==> config.mk <==
export PLATFORM = sky130hd
export DESIGN_NAME = uart_tx_flat
export DESIGN_NICKNAME = d
export VERILOG_FILES = /design/src/rtl/uart_tx_pkg.sv /design/src/rtl/uart_tx_if.sv /design/src/rtl/uart_tx_piso.sv /design/src/rtl/uart_tx.sv /design/src/flat_wrapper.sv
export SDC_FILE = /design/constraint.sdc
export NUM_CORES = 1
export LEC_CHECK = 0
export ABC_AREA = 1
export CORE_MARGIN = 5
export CORE_UTILIZATION = 40
export DETAILED_ROUTE_END_ITERATION = 10
export PLACE_DENSITY = 0.63
export SYNTH_ARGS = -nofsm -noshare
export SYNTH_HDL_FRONTEND = slang
export SYNTH_SLANG_ARGS = --single-unit
==> constraint.sdc <==
create_clock -name clk -period 1.1 [get_ports clk]
set_input_delay 0.275 -clock clk [delete_from_list [all_inputs] [get_ports clk]]
set_output_delay 0.275 -clock clk [all_outputs]
set_load 0.005 [all_outputs]
==> src/rtl/uart_tx_pkg.sv <==
// Shared definitions for the UART transmit path:
// FSM states, frame constants and the parity helper.
package uart_tx_pkg;

    typedef enum logic [2:0] {
        IDLE,
        START,
        DATA,
        PARITY,
        STOP
    } state_t;

    localparam int   FRAME_BITS = 11;
    localparam int   DATA_BITS  = 8;
    localparam logic START_LVL  = 1'b0;
    localparam logic STOP_LVL   = 1'b1;

    function automatic logic parity_of(
        input logic [DATA_BITS-1:0] d,
        input logic                 odd
    );
        return odd ? ~^d : ^d;
    endfunction

endpackage

==> src/rtl/uart_tx_if.sv <==
// Byte handshake between a producer and the transmitter.
// The producer drives valid/byte, the transmitter drives ready.
interface uart_tx_if;
    import uart_tx_pkg::*;

    logic                 tx_valid;
    logic [DATA_BITS-1:0] tx_byte;
    logic                 tx_ready;

    modport master (
        output tx_valid,
        output tx_byte,
        input  tx_ready
    );

    modport slave (
        input  tx_valid,
        input  tx_byte,
        output tx_ready
    );

endinterface

==> src/rtl/uart_tx_piso.sv <==
// Parallel-in/serial-out shifter for the transmit frame.
// sout is the bit that bit 0 will hold after the coming edge.
module tx_piso
    import uart_tx_pkg::*;
(
    input  logic                 clk,
    input  logic                 reset,
    input  logic                 load,
    input  logic                 shift,
    input  logic [DATA_BITS-1:0] din,
    output logic                 sout
);

    logic [DATA_BITS-1:0] q;
    logic [DATA_BITS-1:0] q_n;

    // Load wins over shift; shifting moves the next data bit into bit 0.
    always_comb begin
        q_n = q;
        if (load) begin
            q_n = din;
        end else if (shift) begin
            q_n = {1'b0, q[DATA_BITS-1:1]};
        end
    end

    // Shift register state.
    always_ff @(posedge clk or posedge reset) begin
        if (reset) begin
            q <= '0;
        end else begin
            q <= q_n;
        end
    end

    assign sout = q_n[0];

endmodule

==> src/rtl/uart_tx.sv <==
// UART transmitter: one-byte hold register, frame FSM and a
// registered serial line driven from the next-state decode.
module uart_tx
    import uart_tx_pkg::*;
#(
    parameter int CLKS_PER_BIT = 1,
    parameter int PARITY_ODD   = 0
) (
    input  logic clk,
    input  logic reset,
    uart_tx_if.slave bus,
    output logic tx_data_out,
    output logic tx_busy,
    output logic tx_done
);

    localparam int TW = (CLKS_PER_BIT > 1) ? $clog2(CLKS_PER_BIT) : 1;
    localparam logic [TW-1:0] T_LAST = TW'(CLKS_PER_BIT - 1);

    state_t               state;
    state_t               state_n;
    logic [TW-1:0]        timer;
    logic [2:0]           idx;
    logic                 par;
    logic [DATA_BITS-1:0] hold;
    logic                 hold_valid;
    logic                 load;
    logic                 shift;
    logic                 bit_last;
    logic                 line_n;
    logic                 piso_bit;

    assign bit_last     = (timer == T_LAST);
    assign bus.tx_ready = ~hold_valid;
    assign tx_busy      = (state != IDLE);

    tx_piso u_piso (
        .clk   (clk),
        .reset (reset),
        .load  (load),
        .shift (shift),
        .din   (hold),
        .sout  (piso_bit)
    );

    // Next state, shifter control and the line value for the next cycle.
    always_comb begin
        state_n = state;
        load    = 1'b0;
        shift   = 1'b0;
        tx_done = 1'b0;
        line_n  = STOP_LVL;
        unique case (state)
            IDLE: begin
                if (hold_valid) begin
                    load    = 1'b1;
                    state_n = START;
                end
            end
            START: begin
                if (bit_last) state_n = DATA;
            end
            DATA: begin
                if (bit_last) begin
                    shift = 1'b1;
                    if (idx == 3'(DATA_BITS - 1)) state_n = PARITY;
                end
            end
            PARITY: begin
                if (bit_last) state_n = STOP;
            end
            STOP: begin
                if (bit_last) begin
                    tx_done = 1'b1;
                    if (hold_valid) begin
                        load    = 1'b1;
                        state_n = START;
                    end else begin
                        state_n = IDLE;
                    end
                end
            end
        endcase
        unique case (state_n)
            IDLE:   line_n = STOP_LVL;
            START:  line_n = START_LVL;
            DATA:   line_n = piso_bit;
            PARITY: line_n = par;
            STOP:   line_n = STOP_LVL;
        endcase
    end

    // FSM state and the glitch-free registered line.
    always_ff @(posedge clk or posedge reset) begin
        if (reset) begin
            state       <= IDLE;
            tx_data_out <= STOP_LVL;
        end else begin
            state       <= state_n;
            tx_data_out <= line_n;
        end
    end

    // Bit timer and data bit index.
    always_ff @(posedge clk or posedge reset) begin
        if (reset) begin
            timer <= '0;
            idx   <= '0;
        end else begin
            if (load || state == IDLE || bit_last) begin
                timer <= '0;
            end else begin
                timer <= timer + 1'b1;
            end
            if (load) begin
                idx <= '0;
            end else if (state == DATA && bit_last) begin
                idx <= idx + 3'd1;
            end
        end
    end

    // Hold register: filled by the handshake, freed when the FSM loads it.
    always_ff @(posedge clk or posedge reset) begin
        if (reset) begin
            hold       <= '0;
            hold_valid <= 1'b0;
            par        <= 1'b0;
        end else begin
            if (load) begin
                hold_valid <= 1'b0;
                par        <= parity_of(hold, PARITY_ODD != 0);
            end else if (bus.tx_valid && !hold_valid) begin
                hold       <= bus.tx_byte;
                hold_valid <= 1'b1;
            end
        end
    end

endmodule

==> src/flat_wrapper.sv <==
// flat-port wrapper written by rule: the top's interface ports become plain ports
module uart_tx_flat import uart_tx_pkg::*;
#(
    parameter int CLKS_PER_BIT = 1,
    parameter int PARITY_ODD   = 0
)
  (clk, reset, tx_data_out, tx_busy, tx_done, bus_tx_valid, bus_tx_byte, bus_tx_ready);
  uart_tx_if bus_i ();
  input  logic clk;
  input  logic reset;
  output logic tx_data_out;
  output logic tx_busy;
  output logic tx_done;
  input wire logic [$bits(bus_i.tx_valid)-1:0] bus_tx_valid;
  input wire logic [$bits(bus_i.tx_byte)-1:0] bus_tx_byte;
  output wire logic [$bits(bus_i.tx_ready)-1:0] bus_tx_ready;
  assign bus_i.tx_valid = bus_tx_valid;
  assign bus_i.tx_byte = bus_tx_byte;
  assign bus_tx_ready = bus_i.tx_ready;
  uart_tx #(.CLKS_PER_BIT(CLKS_PER_BIT), .PARITY_ODD(PARITY_ODD)) u_core (.clk(clk), .reset(reset), .bus(bus_i), .tx_data_out(tx_data_out), .tx_busy(tx_busy), .tx_done(tx_done));
endmodule
---- Word level (Yosys, flattened, before mapping) ----
Cells that the tools add are included.
storage, ports and cells
  register bits ........................... 26
  output and inout port bits .............. 4
  logic and storage cells ................. 59
operators by class
  add/subtract/negate cells ............... 2
  equal/unequal tests ..................... 9
  mux-type cells .......................... 22
  bitwise logic cells ..................... 3
  reduce and logical (&&, ||, !) cells .... 14
operators by type and width
  kind                   count
  $mux W3                8
  $mux W8                2
  $pmux W3 S5            1
  $eq A3 B2 Y1 const B   4
  $eq A3 B3 Y1 const B   3
  $mux W1                9
  $reduce_xor A8 Y1      1
  $eq A3 B1 Y1 const B   2
  $logic_not A3 Y1       2
  $reduce_bool A2 Y1     3
  $pmux W1 S4            1
  $add A3 B1 Y3 const B  1
  $not A1 Y1             3
  $reduce_bool A3 Y1     1
  $logic_and A1 B1 Y1    2
  $logic_or A1 B1 Y1     2
  $pmux W1 S2            1
  $reduce_and A2 Y1      1
  $reduce_or A2 Y1       1
  $add A1 B1 Y1 const B  1
  $logic_not A1 Y1       1

---- Logic depth before layout (Yosys ltp) ----
  depth after elaboration ................. 7
  mapped depth ............................ 8
  mapped depth without buffers ............ 8

---- By module ----
Synthesis repeated with hierarchy kept, for this count alone.
unflattened totals
  cell total of the unflattened synthesis .. 139
  area total of the unflattened synthesis .. 1296.2 um^2
by module, submodules not included
  module   times used  cells an instance  area each (um^2)  sequential area each (um^2)
  uart_tx  1           95                 912.1             451.7
  tx_piso  1           44                 384.1             200.2

---- Worst setup path after synthesis ----
OpenSTA, ideal clock, no wires.
  kind .................................... register to register
  start point ............................. reg u_core.idx[0]
  end point ............................... reg u_core.tx_data_out
  setup time .............................. 0.082 ns
  arrival ................................. 1.149 ns
  data required time ...................... 1.018 ns
  slack ................................... -0.132 ns
  cell stages (with the launch flop) ...... 9
  period minus slack after synthesis ...... 1.232 ns
  cells stage by stage .................... dfrtp_1 > ha_1 > ha_1 > nand3_1 > nand2_1 > nor2_1 > nor2_1 > nand3_1 > nand3_1
on the way
  longest elaborated chain between the ends .. 7
  elaborated cells between the ends (all ways) .. 11
  those cells by class .................... 5 x eq/ne; 4 x mux; 2 x reduce/logical
RTL lines
  element                                                  line            source
  start, declared                                          uart_tx.sv:23   logic [2:0] idx;
  start signal, assigned                                   uart_tx.sv:118  idx <= idx + 3'd1;
  $eq A3 B3 Y1 *                                           uart_tx.sv:66   if (idx == 3'(DATA_BITS - 1)) state_n = PARITY;
  $mux W3 *                                                uart_tx.sv:66
  $mux W3 *                                                uart_tx.sv:64   if (bit_last) begin
  $pmux W3 S5 *                                            uart_tx.sv:53   unique case (state)
  $eq A3 B3 Y1 / $logic_not A3 Y1 (equally long branches)  uart_tx.sv:84   unique case (state_n)
  $reduce_or A2 Y1 (no line)                               --
  $pmux W1 S4 *                                            uart_tx.sv:84
  net u_core.line_n                                        uart_tx.sv:30   logic line_n;
  end signal, assigned                                     uart_tx.sv:100  tx_data_out <= line_n;
  end, declared                                            uart_tx.sv:12   output logic tx_data_out,
Mark *: on every way through the listed nets, which the timed path passes. The rest lies on a longest branch.
A chain may end at the register's enable or synchronous reset.

---- Final worst setup path ----
  start point ............................. reg u_core.state[1]
  end point ............................... out tx_busy
on the way
  longest elaborated chain between the ends .. 1
RTL lines
  element                 line                source
  start, declared         uart_tx.sv:20       state_t state;
  start signal, assigned  uart_tx.sv:99       state <= state_n;
  $reduce_bool A3 Y1      uart_tx.sv:35       assign tx_busy = (state != IDLE);
  end, declared           flat_wrapper.sv:12  output logic tx_busy;
No other way between the ends.

==> impl_metrics.toml <==
[timing]
period_share_pct = 132
hold_viol = 0
worst_slack_ps = -356
skew_ps = 6.24
fmax_ghz = 0.687
setup_violations = 26
timing.final.crit_period_ps = 1460
rsz0062_at_grt = "yes"
maxSlewViolCount = 0

[logic_synthesis]
ys_warn_count = 0
syn_inst = 142
yosysSeqAreaShare_pct = 49.9
syn_avg_cell_area_sq_um = 9.21
synth_cell_types = 24
syn_area_sq_mm = 0.00131
ys_ff_latch = 26
synth_nets = 155

[final_layout]
mostFrequentLayoutCell = "nand2_1"
final_net_count = 206
final_area_sq_mm = 0.00202
n_antenna_cell = 0
layout-drive-gt1-share_pct = 46.4
syn_to_final_growth_pct = 54.5
final_cell_mix = "26 x nand2_1, 24 x buf_4, 24 x dfrtp_1"
final_cells = 236

[global_route]
grt_pass1_wl_um = 4860
grt_antenna_before_repair = 0
grt_overflow = 0
first_global_vias = 1146
grtUsageTotal_pct = 14.4
grt_max_degree = 27

[place]
dp_hpwl_um = 2030
place_congestion = 0.752
placed_cell_area_sq_mm = 0.00171
dp.cells = 222
port_buffers = 14

[detailed_routing]
drtPass1Iterations = 4
wire_per_inst_um = 12.9
viasPerCell = 4.78
ant_nets = 0
drt-total-wl_um = 3050
num_vias = 1128
drtIter0Drc = 49
route.detailed.drc = 0

[cts]
tritoncts = "built"
clockBufferDepth = 2
cts_buffers = 3
cts_max_level = 1
clk_pin_slew_ps = 140
clock_sinks = 26
clockRootBuffer = "clkbuf_4"
clk_latency_ps = 330

[floorplanning]
die_w_um = 67.2
die_h_um = 67.2
die-area_sq_mm = 0.00451
core_sq_mm = 0.00310
io_pins = 15
start_util_pct = 42.1
num_rows = 20

[setup_path]
startpoint_type = "flip-flop"
r2r_start = "u_core.state[1]$_DFF_PP0_"
arrival_ps = 1180
cp_slowest_cell = "dfrtp_2"
cp_cell_sequence = "nor2_4 -> buf_6 -> nand2_2 -> buf_2"
crit_required_ps = 820
max_stage_delay_ps = 460
ff2ff_setup_slack_ps = -320
r2r-end = "u_core.u_piso.q[3]$_DFFE_PP0P_"
critPathCaptureType = "primary output"
reg2reg_depth = 7
critical_path_class = "reg2out"
startpoint = "u_core.state[1]$_DFF_PP0_"
crit_path_max_fanout = 2

[run_status]
outcome = "complete, but fails checks"
failed_checks = "setup timing"

[pwr]
leakage_uw = 0.000987
p_per_area_mw_per_mm2 = 3060
peakVddDrop_uv = 1300

[run]
maxCapViolations = 0

[min_path]
hold_class = "in2async"
synth_stat cells:
cell type	n	area share, %
xnor2_1	5	3.3
dfrtp_1	25	48
buf_6	1	0.86
nor2_4	2	1.7
nand3_1	14	5.4
nor2_1	8	2.3
ha_1	2	1.9
nand2_1	33	9.5
conb_1	1	0.29
nand2_2	2	0.96
mux2_2	7	6.0
dfstp_2	1	2.0
nor3_1	2	0.77
inv_1	20	5.7
nor2_2	1	0.48
o221ai_1	6	4.0
nand3_4	1	1.3
o21ai_2	1	0.67
a21oi_1	1	0.38
nor3_2	1	0.77
o21ai_0	3	1.1
inv_2	1	0.29
xor2_1	3	2.0
clkinv_1	1	0.29
metal layers:
metal  global-route usage [%]  vias to the layer above  part of all wire, %
li1                         -                      558                    -
met1                     16.2                      543                   41
met2                     25.3                       21                   53
met3                     2.16                        6                  3.0
met4                     9.11                        0                  3.2
met5                        0                        -                    0
sequential cells by signal, summed over array words and instances, names as in the netlist:
register / flops
u_core.par: 1
u_core.state: 3
u_core.hold_valid: 1
u_core.timer: 1
u_core.idx: 3
u_core.u_piso.q: 8
u_core.hold: 8
u_core.tx_data_out: 1
area by class of cell:
cell class	count	area, sq um
Clock buffer	4	36.3
Fill cell	273	1080
Inverter	22	95.1
Multi-Input combinational cell	93	749
Sequential cell	26	653
Tap cell	44	55.1
Timing Repair Buffer	46	414
Timing Repair inverter	1	16.3
critical path: cells and delay by family, from the launching register on:
family | cells | cell delay [ps]
buffers and inverters | 2 | 230
DFF | 1 | 460
and+or+nand+nor | 2 | 160
repair_timing:
item | CTS | global route
endpoints found under the setup margin | 28 | 28
pin swaps | 6 | 12
resized for setup | 50 | 17
setup buffers | 3 | 7
gates cloned | 0 | 1
hold buffers | 0 | 0
per-stage QoR:
step / utilization [%] / worst slack (ps) / hold WS [ps] / power, uW / TNS [ps]
3_5_place_dp: 55.2 / -354 / 492 / 4680 / -5360
4_1_cts: 61.1 / -349 / 242 / 5730 / -3900
6_report: 65.1 / -356 / 250 / 6190 / -5060
2_1_floorplan: - / -61.0 / 314 / 3600 / -61.0
3_3_place_gp: 55.2 / -330 / 496 / 4530 / -4760
5_1_grt: 65.1 / -420 / 262 / 6650 / -6440
where the power goes:
group,internal (uW),switching (uW)
Combinational,1990,2010
Sequential,1430,269
Clock,203,291
worst max-delay path by stage:
stage	to	slack [ps]	cells after the start
6_report	tx_busy	-360	4
5_1_grt	tx_busy	-420	4
3_5_place_dp	tx_done	-350	4
4_1_cts	tx_done	-350	4
3_3_place_gp	tx_done	-330	4
2_1_floorplan	u_core.tx_data_out$_DFF_PP1_	-60	8
kinds of logic (layout without fill, tap and decap cells):
group | count (synthesis) | after routing | synth area share, %
xor+xnor | 8 | 8 | 5.36
other cells | 1 | 1 | 0.287
flops | 26 | 26 | 49.9
fa+ha+maj | 2 | 2 | 1.91
buf+inv | 23 | 73 | 7.18
simple gates | 64 | 64 | 23.2
mux | 7 | 7 | 6.03
compound gates | 11 | 11 | 6.22
No activity file was read; power rests on OpenSTA's default activity.
